### config.mk
export PLATFORM = sky130hd
export DESIGN_NAME = bitbrick_seq_mul
export DESIGN_NICKNAME = d
export VERILOG_FILES = /design/src/rtl/bitbrick_seq_mul.sv
export SDC_FILE = /design/constraint.sdc
export NUM_CORES = 1
export LEC_CHECK = 0
export CAP_MARGIN = 30
export CORE_ASPECT_RATIO = 1.2
export CORE_UTILIZATION = 42
export DETAILED_ROUTE_END_ITERATION = 8
export GPL_TIMING_DRIVEN = 0
export SYNTH_ARGS = -nofsm -noshare
export SYNTH_HDL_FRONTEND = slang
export SYNTH_SLANG_ARGS = --single-unit
### constraint.sdc
create_clock -name clk -period 4.7 [get_ports clk]
set_input_delay 1.175 -clock clk [delete_from_list [all_inputs] [get_ports clk]]
set_output_delay 1.175 -clock clk [all_outputs]
set_load 0.02 [all_outputs]
### src/rtl/bitbrick_seq_mul.sv
// Variable-precision (2/4/8-bit) signed/unsigned multiplier that time-multiplexes a
// single 2x2 bitbrick over every digit pair, one pair per cycle, into an accumulator.

module bitbrick (
    input  logic [1:0] x_i,
    input  logic [1:0] y_i,
    input  logic       sx_i,
    input  logic       sy_i,
    input  logic       shift_i,
    output logic [5:0] prod_o
);
    logic signed [5:0] xw;
    logic signed [5:0] yw;
    logic signed [5:0] p;

    // A signed digit is sign-extended from its bit 1; an unsigned one is zero-extended.
    assign xw = {{4{sx_i & x_i[1]}}, x_i};
    assign yw = {{4{sy_i & y_i[1]}}, y_i};
    assign p  = xw * yw;

    assign prod_o = shift_i ? {p[3:0], 2'b00} : p;
endmodule

module bitbrick_seq_mul #(
    parameter int MAX_BITS = 8,
    parameter int ACC_W    = 18
) (
    input  logic                clk,
    input  logic                rst,
    input  logic                in_valid,
    output logic                in_ready,
    input  logic [MAX_BITS-1:0] in_x,
    input  logic                in_sx,
    input  logic [MAX_BITS-1:0] in_y,
    input  logic                in_sy,
    input  logic [1:0]          in_prec_x,
    input  logic [1:0]          in_prec_y,
    output logic                out_valid,
    input  logic                out_ready,
    output logic [ACC_W-1:0]    out_result,
    output logic                busy
);
    localparam logic [1:0] S_IDLE = 2'd0;
    localparam logic [1:0] S_RUN  = 2'd1;
    localparam logic [1:0] S_DONE = 2'd2;

    logic [1:0]          state_q, state_d;
    logic [MAX_BITS-1:0] x_q, x_d;
    logic [MAX_BITS-1:0] y_q, y_d;
    logic                sx_q, sx_d;
    logic                sy_q, sy_d;
    logic [1:0]          xlast_q, xlast_d;
    logic [1:0]          ylast_q, ylast_d;
    logic [1:0]          i_q, i_d;
    logic [1:0]          j_q, j_d;
    logic [ACC_W-1:0]    acc_q, acc_d;
    logic [ACC_W-1:0]    res_q, res_d;

    logic [1:0]       dig_x;
    logic [1:0]       dig_y;
    logic             bb_sx;
    logic             bb_sy;
    logic [5:0]       prod;
    logic [2:0]       ij_sum;
    logic [3:0]       shamt;
    logic [ACC_W-1:0] term_ext;
    logic [ACC_W-1:0] term_sh;
    logic [ACC_W-1:0] acc_sum;

    // Bits above the selected precision are cleared so the top digit carries the sign.
    function automatic logic [MAX_BITS-1:0] prec_mask(input logic [MAX_BITS-1:0] v,
                                                      input logic [1:0] p);
        case (p)
            2'b00:   return {{(MAX_BITS-2){1'b0}}, v[1:0]};
            2'b01:   return {{(MAX_BITS-4){1'b0}}, v[3:0]};
            default: return v;
        endcase
    endfunction

    function automatic logic [1:0] last_digit(input logic [1:0] p);
        case (p)
            2'b00:   return 2'd0;
            2'b01:   return 2'd1;
            default: return 2'd3;
        endcase
    endfunction

    assign dig_x = x_q[{i_q, 1'b0} +: 2];
    assign dig_y = y_q[{j_q, 1'b0} +: 2];
    assign bb_sx = sx_q & (i_q == xlast_q);
    assign bb_sy = sy_q & (j_q == ylast_q);

    bitbrick u_bb (
        .x_i     (dig_x),
        .y_i     (dig_y),
        .sx_i    (bb_sx),
        .sy_i    (bb_sy),
        .shift_i (1'b0),
        .prod_o  (prod)
    );

    assign ij_sum   = {1'b0, i_q} + {1'b0, j_q};
    assign shamt    = {ij_sum, 1'b0};
    assign term_ext = {{(ACC_W-6){prod[5]}}, prod};
    assign term_sh  = term_ext << shamt;
    assign acc_sum  = acc_q + term_sh;

    always_comb begin
        state_d = state_q;
        x_d     = x_q;
        y_d     = y_q;
        sx_d    = sx_q;
        sy_d    = sy_q;
        xlast_d = xlast_q;
        ylast_d = ylast_q;
        i_d     = i_q;
        j_d     = j_q;
        acc_d   = acc_q;
        res_d   = res_q;
        case (state_q)
            S_IDLE: begin
                if (in_valid) begin
                    x_d     = prec_mask(in_x, in_prec_x);
                    y_d     = prec_mask(in_y, in_prec_y);
                    sx_d    = in_sx;
                    sy_d    = in_sy;
                    xlast_d = last_digit(in_prec_x);
                    ylast_d = last_digit(in_prec_y);
                    i_d     = 2'd0;
                    j_d     = 2'd0;
                    acc_d   = '0;
                    state_d = S_RUN;
                end
            end
            S_RUN: begin
                acc_d = acc_sum;
                if (j_q == ylast_q) begin
                    j_d = 2'd0;
                    if (i_q == xlast_q) begin
                        i_d     = 2'd0;
                        res_d   = acc_sum;
                        state_d = S_DONE;
                    end else begin
                        i_d = i_q + 2'd1;
                    end
                end else begin
                    j_d = j_q + 2'd1;
                end
            end
            S_DONE: begin
                if (out_ready) state_d = S_IDLE;
            end
            default: state_d = S_IDLE;
        endcase
    end

    always_ff @(posedge clk or posedge rst) begin
        if (rst) begin
            state_q <= S_IDLE;
            x_q     <= '0;
            y_q     <= '0;
            sx_q    <= 1'b0;
            sy_q    <= 1'b0;
            xlast_q <= 2'd0;
            ylast_q <= 2'd0;
            i_q     <= 2'd0;
            j_q     <= 2'd0;
            acc_q   <= '0;
            res_q   <= '0;
        end else begin
            state_q <= state_d;
            x_q     <= x_d;
            y_q     <= y_d;
            sx_q    <= sx_d;
            sy_q    <= sy_d;
            xlast_q <= xlast_d;
            ylast_q <= ylast_d;
            i_q     <= i_d;
            j_q     <= j_d;
            acc_q   <= acc_d;
            res_q   <= res_d;
        end
    end

    assign in_ready   = (state_q == S_IDLE);
    assign out_valid  = (state_q == S_DONE);
    assign busy       = (state_q == S_RUN) || (state_q == S_DONE);
    assign out_result = res_q;
endmodule

* After elaboration in Yosys (flattened, before gate mapping)
Cells that the tools add are included.
** Operators by class
- $add $sub $neg :: 4
- Mux-type cells :: 17
- Bitwise logic cells :: 4
- $mul :: 1
- Equal/unequal tests :: 10
- Shift operators :: 3
- Reductions and logical operators :: 10
** Operators with widths (number)
- $pmux 18 s2 :: 1
- $pmux 8 s2 :: 2
- $add 18x18->18 :: 1
- $mux 18 :: 1
- $shl 18x4->18 :: 1
- $mux 2 :: 8
- $pmux 2 s2 :: 4
- $shiftx 8x4->2 :: 2
- $eq 2x1->1 const B :: 3
- $logic_not 2->1 :: 3
- $mul 3x3->6 :: 1
- $ne 2x2->1 const B :: 3
- $pmux 2 s3 :: 1
- $reduce_and 3->1 :: 2
- $add 2x1->2 const B :: 2
- $and 1x1->1 :: 4
- $eq 2x2->1 :: 2
- $reduce_and 2->1 :: 2
- $reduce_and 4->1 :: 1
- $add 2x2->3 :: 1
- $eq 2x2->1 const B :: 1
- $ne 2x1->1 const B :: 1
- $reduce_bool 2->1 :: 1
- $logic_or 1x1->1 :: 1
** Word-level totals
- Flip-flop bits (word level) :: 64
- Output and inout port bits :: 21
- Input port bits :: 26

* Longest topological paths before layout
Gate-level depths: netlist of run 1.
- Depth in word-level cells :: 7
- Depth in mapped cells :: 24
- Mapped depth without buffers :: 22

* Hierarchy
Synthesis of run 1 repeated with hierarchy kept, for this count alone.
** Second synthesis, totals
- Cells, all modules :: 424
- Area total of the unflattened synthesis :: 4077.7 µm²
** By module, submodules not included
- bitbrick_seq_mul :: cells an instance 384, instances 1, area each 3762.4 µm²
- bitbrick :: cells an instance 40, instances 1, area each 315.3 µm²

* Worst setup path before layout of run 1
Ideal clock, no wire load.
- Kind :: flip-flop to flip-flop
- Start point :: register j_q[0]
- End point :: register acc_q[15]
- Required time :: 4578 ps
- Arrival time :: 5066 ps
- Setup time :: 122 ps
- Clock period less this slack :: 5188 ps
- Cell stages (with the launch flop) :: 23
- Slack :: -488 ps
- Cell sequence :: dfrtp_1 -> buf_2 -> mux4_2 -> and2_1 -> nand3_1 -> inv_1 -> fa_1 -> ha_1 -> ha_1 -> fa_1 -> xnor2_1 -> xnor2_1 -> nor2_1 -> a21oi_1 -> o21ai_0 -> nor2b_1 -> ha_1 -> o21ai_0 -> a21oi_1 -> o31a_1 -> a31oi_1 -> a211o_1 -> a32o_1
** Between the ends
- Cells in the longest elaborated chain, start to end :: 7
** Ends and longest elaborated chain
- start, declared :: RTL line 55 : logic [1:0] j_q, j_d;
- start signal, assigned :: RTL line 179 : j_q <= j_d;
- branches (longest 4 deep; another with $mul 3x3->6)
- $shl 18x4->18 (*) :: RTL line 105 : assign term_sh = term_ext << shamt;
- $add 18x18->18 (*) :: RTL line 106 : assign acc_sum = acc_q + term_sh;
- $pmux 18 s2 (*) :: RTL line 120 : case (state_q)
- end signal, assigned :: RTL line 168 : acc_q <= '0;
- end signal, assigned :: RTL line 180 : acc_q <= acc_d;
- end, declared :: RTL line 56 : logic [ACC_W-1:0] acc_q, acc_d;
Mark *: on every way between the ends.
A chain may end at the register's enable or synchronous reset.

* Final worst setup path of run 1
- Start point :: register i_q[0]
- End point :: register acc_q[15]
** Between the ends
- Cells in the longest elaborated chain, start to end :: 7
** Ends and longest elaborated chain
- start, declared :: RTL line 54 : logic [1:0] i_q, i_d;
- start signal, assigned :: RTL line 178 : i_q <= i_d;
- branches (longest 4 deep; another with $mul 3x3->6)
- $shl 18x4->18 (*) :: RTL line 105
- $add 18x18->18 (*) :: RTL line 106
- $pmux 18 s2 (*) :: RTL line 120
Marked as above.

==> results of run 1 <==
==> layout by cell type, fill, tap and decap left out, types with 7 or more instances in the layout <==
cell / synthesis / final
xnor2_1: 15 / 7
a21oi_1: 20 / 12
o21ai_0: 35 / 27
inv_1: 23 / 19
clkdlybuf4s50_1: 0 / 46
xnor2_2: 0 / 8
nand3_1: 12 / 8
dfrtp_1: 64 / 63
clkbuf_1: 11 / 12
buf_4: 2 / 41
clkbuf_16: 0 / 9
nand2_1: 69 / 67
mux2_2: 14 / 10
ha_1: 26 / 22
a22o_1: 18 / 18
nor2_1: 31 / 23
==> worst max-delay path: cells and delay by family (launching register included) <==
| kind | cells | cell delay, ns |
|---|---|---|
| multiplexers | 2 | 0.72 |
| adder cells (fa/ha/maj) | 5 | 1.71 |
| AO/OA/AOI/OAI | 7 | 1.61 |
| flip-flops | 1 | 0.36 |
| AND/OR/NAND/NOR | 4 | 0.56 |
| buffers and inverters | 3 | 0.21 |
==> per-layer routing <==
metal | global-route usage [%] | vias up
li1 | - | 1791
met1 | 25.3 | 1746
met2 | 37.7 | 72
met3 | 4.46 | 16
met4 | 11.2 | 0
met5 | 0 | -
==> final cells by class <==
class	count	share of cell area (%)
tap	123	2.63
multi-input combinational	338	47.4
sequential	64	27.4
clock buffer	13	4.45
clock inverter	3	0.684
inverter	23	1.52
timing repair buffer	89	13.8
buffer	20	2.16
==> cell families after synthesis <==
logic type	Yosys count	share of synthesized area, %
adders and majority gates	32	10.7
and+or+nand+nor	146	15.8
DFF	64	38.4
muxes	23	7.27
xor gates and xnor gates	20	4.20
buffers and inverters	44	4.62
AOI/OAI and AO/OA	117	19.0
==> worst max-delay path by stage <==
stage,from,end,slack (ns),depth (start not counted)
floorplan,i_q[0],acc_q[15],-0.28,21
global placement,i_q[0],acc_q[9],-0.90,20
detailed placement,i_q[0],acc_q[9],-1.01,20
CTS,j_q[0],acc_q[17],-0.56,22
global route,j_q[0],acc_q[15],-0.80,22
finish,i_q[0],acc_q[15],-0.58,21
==> where the power goes <==
group / internal (mW) / switching (mW) / leakage, nW / total (mW)
Combinational: 1.51 / 1.68 / 1.64 / 3.19
Sequential: 0.777 / 0.139 / 0.831 / 0.916
Clock: 0.438 / 0.236 / 0.150 / 0.673
==> what timing repair did <==
item	CTS	global route
setup endpoints to repair	26	26
pin swaps	37	33
hold endpoints to repair	0	0
buffers inserted	29	13
gates cloned	0	0
gates resized for setup	60	23
hold buffers	0	0
==> per-stage QoR <==
stage / total power, mW / hold WS (ns)
finish: 4.78 / 0.468
global route: 5.13 / 0.483
CTS: 4.57 / 0.474
detailed placement: 3.35 / 0.462
global placement: 3.29 / 0.456
floorplan: 2.69 / 0.445
==> registers in the layout, summed over array words and instances (netlist names) <==
register and flops:
x_q 8, state_q 2, y_q 8, j_q 2, out_result 18, sx_q 1, xlast_q 2, sy_q 1
acc_q 18, ylast_q 2, i_q 2
==> impl_metrics.toml, run 1 <==
[route]
m1WireLength_um = 4320
avgRoutedWirePerCell_um = 15.5
drc_errors = 0
num_vias = 3625
vias_per_cell = 5.39
antenna_left = 0
routed-wl-met2_um = 5590
first_pass_iters = 4
wl_met3_um = 297
top_layer_used = "met4"
wirelength_um = 10500
drt_iter0_markers = 203

[logic_synthesis]
synth_ff_type = "dfrtp_1"
synthesis.area_sq_mm = 0.00417
synth_top_area_share_pct = 38.4
synth.most_common_cell = "nand2_1"
synth_cell_types = 57
synth_area_leaders = "dfrtp_1 (38%), ha_1 (7.8%), nand2_1 (6.2%)"
avgSynthCellArea_sq_um = 9.34
synth_common_cells = "nand2_1 (69), dfrtp_1 (64), o21ai_0 (35), nor2_1 (31), ha_1 (26)"
syn_inst = 446
syn_nets = 504
synth-seq-cells = 64
synth_edf_count = 0
synth_seq_area_share_pct = 38.4
synthArstFlopShare_pct = 100
yosysWarnings = 0
synth_area_leader_cell = "dfrtp_1"

[placement]
placed_cells = 616
place_ws_ns = -1.01
placed_area_sq_mm = 0.00488
numPortBuffers = 46
place.detailed.hpwl_um = 7550
globalplace.congestion = 0.930

[final_layout]
design_area_sq_mm = 0.00585
nets = 603
syn_to_final_growth_pct = 40.4
final.fill_count = 838
diodes = 0
fin_cells = 673
regArea_sq_mm = 0.00160
drive_gt1_share_pct = 27.1
final_util_pct = 61.2
multiInputGateArea_sq_mm = 0.00277

[critical_path]
worstPathRequired_ns = 4.92
crit_fanout = 4
endpoint_kind = "register"
critPathMaxStageDelay_ns = 0.54
r2r_start = "i_q[0]"
cp_slowest_cell = "mux4_2"
cp-start-kind = "register"
r2r_setup_slack_ns = -0.58
path_class = "register to register"
reg2regPathDepth = 21
cp_data_arrival_time_ns = 5.50
worstPathCellList = "buf_6, mux4_2, and2_4, nand3_4, inv_4, fa_1, ha_1, ha_2, fa_2, inv_2, mux2i_2, nor2_1, a21oi_2, nor2b_4, ha_4, a21o_1, a31o_1, o31a_1, a31oi_4, o211ai_1, a32o_1"
rr_endpoint = "acc_q[15]"

[grt]
gr-total-overflow = 0
grt_max_degree = 34
grtUsageTotal_pct = 21.9
grt_pass1_wl_um = 17600
first_global_vias = 3683
antenna_found_initial = 0

[sta]
rsz0062_at_grt = "true"
postLayoutSetupSlackWorst_ns = -0.585
hold_viol = 0
worst_pin_slew_ns = 0.694
setup_viol = 26
fmax_mhz = 189
fin_crit_ns = 5.28
totalNegativeSetupSlack_ns = -10.12
finClkSkew_ns = 0.00387
slew_headroom_pct = 53.7
period_share_pct = 112
slew_violations = 0

[floorplan]
die_area_sq_mm = 0.0103
die_h_um = 111
design.core.area_sq_mm = 0.00956
std_cell_rows = 39
die_w_um = 92.9
start_util_pct = 43.6
pin_count = 47

[hold_path]
hold-path-endpoint = "out_result[5]"
hp-start = "out_result[5]"
hold_depth = 2
holdCritPathClass = "register to register"

[cts]
path_clk_slew_ns = 0.05
clockBufferDepth = 2
cts_buffers = 9
cts_sinks = 64
cts_tree = "built"
clk_latency_ns = 0.33
htreeDepth = 3
cts-root-buf = "clkbuf_16"

[run_status]
status = "finished with violations"
violations = "setup timing"

[power_and_ir_drop]
peakVddDrop_uv = 320
p_leak_nw = 2.62
cellPowerDensity_mw_per_mm2 = 816

[job]
maxCapViolations = 0
Note: power is estimated with default switching activity, not from simulation.
==> run 2, diff against run 1 <==
- CORE_MARGIN: unset -> 5
==> impl_metrics.toml, run 2 (synthesis results as in run 1) <==
[run_status]
status = "finished with violations"
violations = "setup timing"

[critical_path]
cp_data_arrival_time_ns = 5.43
endpoint_kind = "register"
crit_fanout = 6
worstPathRequired_ns = 4.92
r2r_start = "i_q[0]"
cp-start-kind = "register"
cp_slowest_cell = "mux4_2"
critPathMaxStageDelay_ns = 0.53
worstPathCellList = "buf_6, mux4_2, and2_4, nand3_4, inv_2, fa_1, ha_1, ha_2, fa_2, xnor2_2, xnor2_2, buf_6, nor2_2, a21oi_1, o21ai_1, nor2b_4, ha_4, o21ai_1, a21oi_1, o31a_1, a31oi_1, a211o_1, a32o_1"
startpoint = "i_q[0]"
path_delay_family = "adder cells"
critPathBufInv = 3
path_class = "register to register"

[final_layout]
drive_gt1_share_pct = 24.4
final_common_cell = "nand2_1"
final_cell_mix = "nand2_1 (68), dfrtp_1 (63), clkdlybuf4s50_1 (46)"
diodes = 0
final.fill_count = 810
nets = 585
syn_to_final_growth_pct = 35.9

[grt]
first_global_vias = 3721
met1_usage_pct = 22.1
grtUsageTotal_pct = 18.7
gr-total-overflow = 0
grt_pass1_wl_um = 17800
grt.busiest_layer = "met2"
use_met3_pct = 4.80
met2_usage_pct = 32.0
grt_max_degree = 34
antenna_found_initial = 0

[cts]
cts_sinks = 64
clockBufferDepth = 2
cts_buffers = 9
cts_tree = "built"
htreeDepth = 3
cts-root-buf = "clkbuf_16"
postCtsHoldBufs = 0
clk_latency_ns = 0.34
path_clk_slew_ns = 0.06

[route]
drc_errors = 0
first_pass_iters = 4
wirelength_um = 10500
antenna_left = 0
drt_iter0_markers = 109
num_vias = 3561
vias_per_cell = 5.44
avgRoutedWirePerCell_um = 16.1

[floorplan]
die_area_sq_mm = 0.0120
std_cell_rows = 39
pin_count = 47
die_w_um = 101
die_h_um = 119
start_util_pct = 43.3
design.core.area_sq_mm = 0.00961

[hold_path]
holdCritPathClass = "register to register"
hp-start = "out_result[0]"

[power_and_ir_drop]
p_leak_nw = 2.51
p_total_mw = 4.63
cellPowerDensity_mw_per_mm2 = 818
peakVddDrop_uv = 288

[job]
maxCapViolations = 0

[sta]
setup_viol = 26
period_share_pct = 111
postLayoutSetupSlackWorst_ns = -0.507
finClkSkew_ns = 0.00757
rsz0062_at_grt = "true"
slew_headroom_pct = 53.3
hold_viol = 0
slew_violations = 0
worst_pin_slew_ns = 0.699
fin_crit_ns = 5.21
fmax_mhz = 192

[placement]
place.detailed.hpwl_um = 7730
numPortBuffers = 46
place_ws_ns = -1.00
globalplace.congestion = 0.865
-- run 2: metal layers --
layer / vias to the layer above / routed length [um]
met1: 1713 / 4350
met2: 70 / 5590
met5: - / 0
li1: 1754 / -
met3: 24 / 359
met4: 0 / 236
-- run 2: where the power goes --
| part | switching [mW] | total (mW) | internal (mW) | leakage, nW |
|---|---|---|---|---|
| clock | 0.252 | 0.727 | 0.475 | 0.158 |
| combinational | 1.62 | 2.99 | 1.37 | 1.52 |
| sequential | 0.137 | 0.914 | 0.777 | 0.831 |
| total | 2.01 | 4.63 | 2.62 | 2.51 |
-- run 2: final timing paths --
path | end | slack [ns] | depth (start not counted)
worst max-delay path | acc_q[15] | -0.51 | 23
worst min-delay path | out_result[0] | 0.47 | 2
worst max register to register | acc_q[15] | -0.51 | 23
worst min register to register | out_result[0] | 0.47 | 2
max in group asynchronous | out_result[5] | 2.82 | 3
min in group asynchronous | ylast_q[1] | 1.26 | 2
-- run 2: final cells by class --
cell class	count	area, sq um	area share, %
buffer	20	124	2.19
clock buffer	10	239	4.22
clock inverter	6	82.6	1.46
inverter	23	86.3	1.52
multi-input combinational	338	2700	47.6
sequential	64	1600	28.3
tap	123	154	2.72
timing repair buffer	71	676	11.9
-- run 2: tightest hold or removal path, delay by kind of cell (launching register included) --
family           cells  cell delay [ns]
AND/OR/NAND/NOR      2             0.10
flip-flops           1             0.34
-- run 2: per-stage QoR --
| step | util, % | TNS (ns) | hold slack [ns] | cell area (sq um) | cells |
|---|---|---|---|---|---|
| after detailed placement | 50.8 | -20.02 | 0.463 | 4880 | 616 |
| final | 58.9 | -10.24 | 0.470 | 5660 | 655 |
| after global placement | 50.6 | -19.10 | 0.456 | 4860 | 615 |
| after CTS | 57.6 | -10.61 | 0.476 | 5530 | 651 |
| after floorplan | - | -3.71 | 0.445 | 4250 | 446 |
| after global routing | 58.9 | -15.40 | 0.501 | 5660 | 655 |
-- run 2: timing repair --
item                                   4_1_cts  5_1_grt
gates resized for setup                     50       22
endpoints found under the hold margin        0        0
setup buffers                               20        4
setup endpoints to repair                   26       26
pin swaps                                   35       19
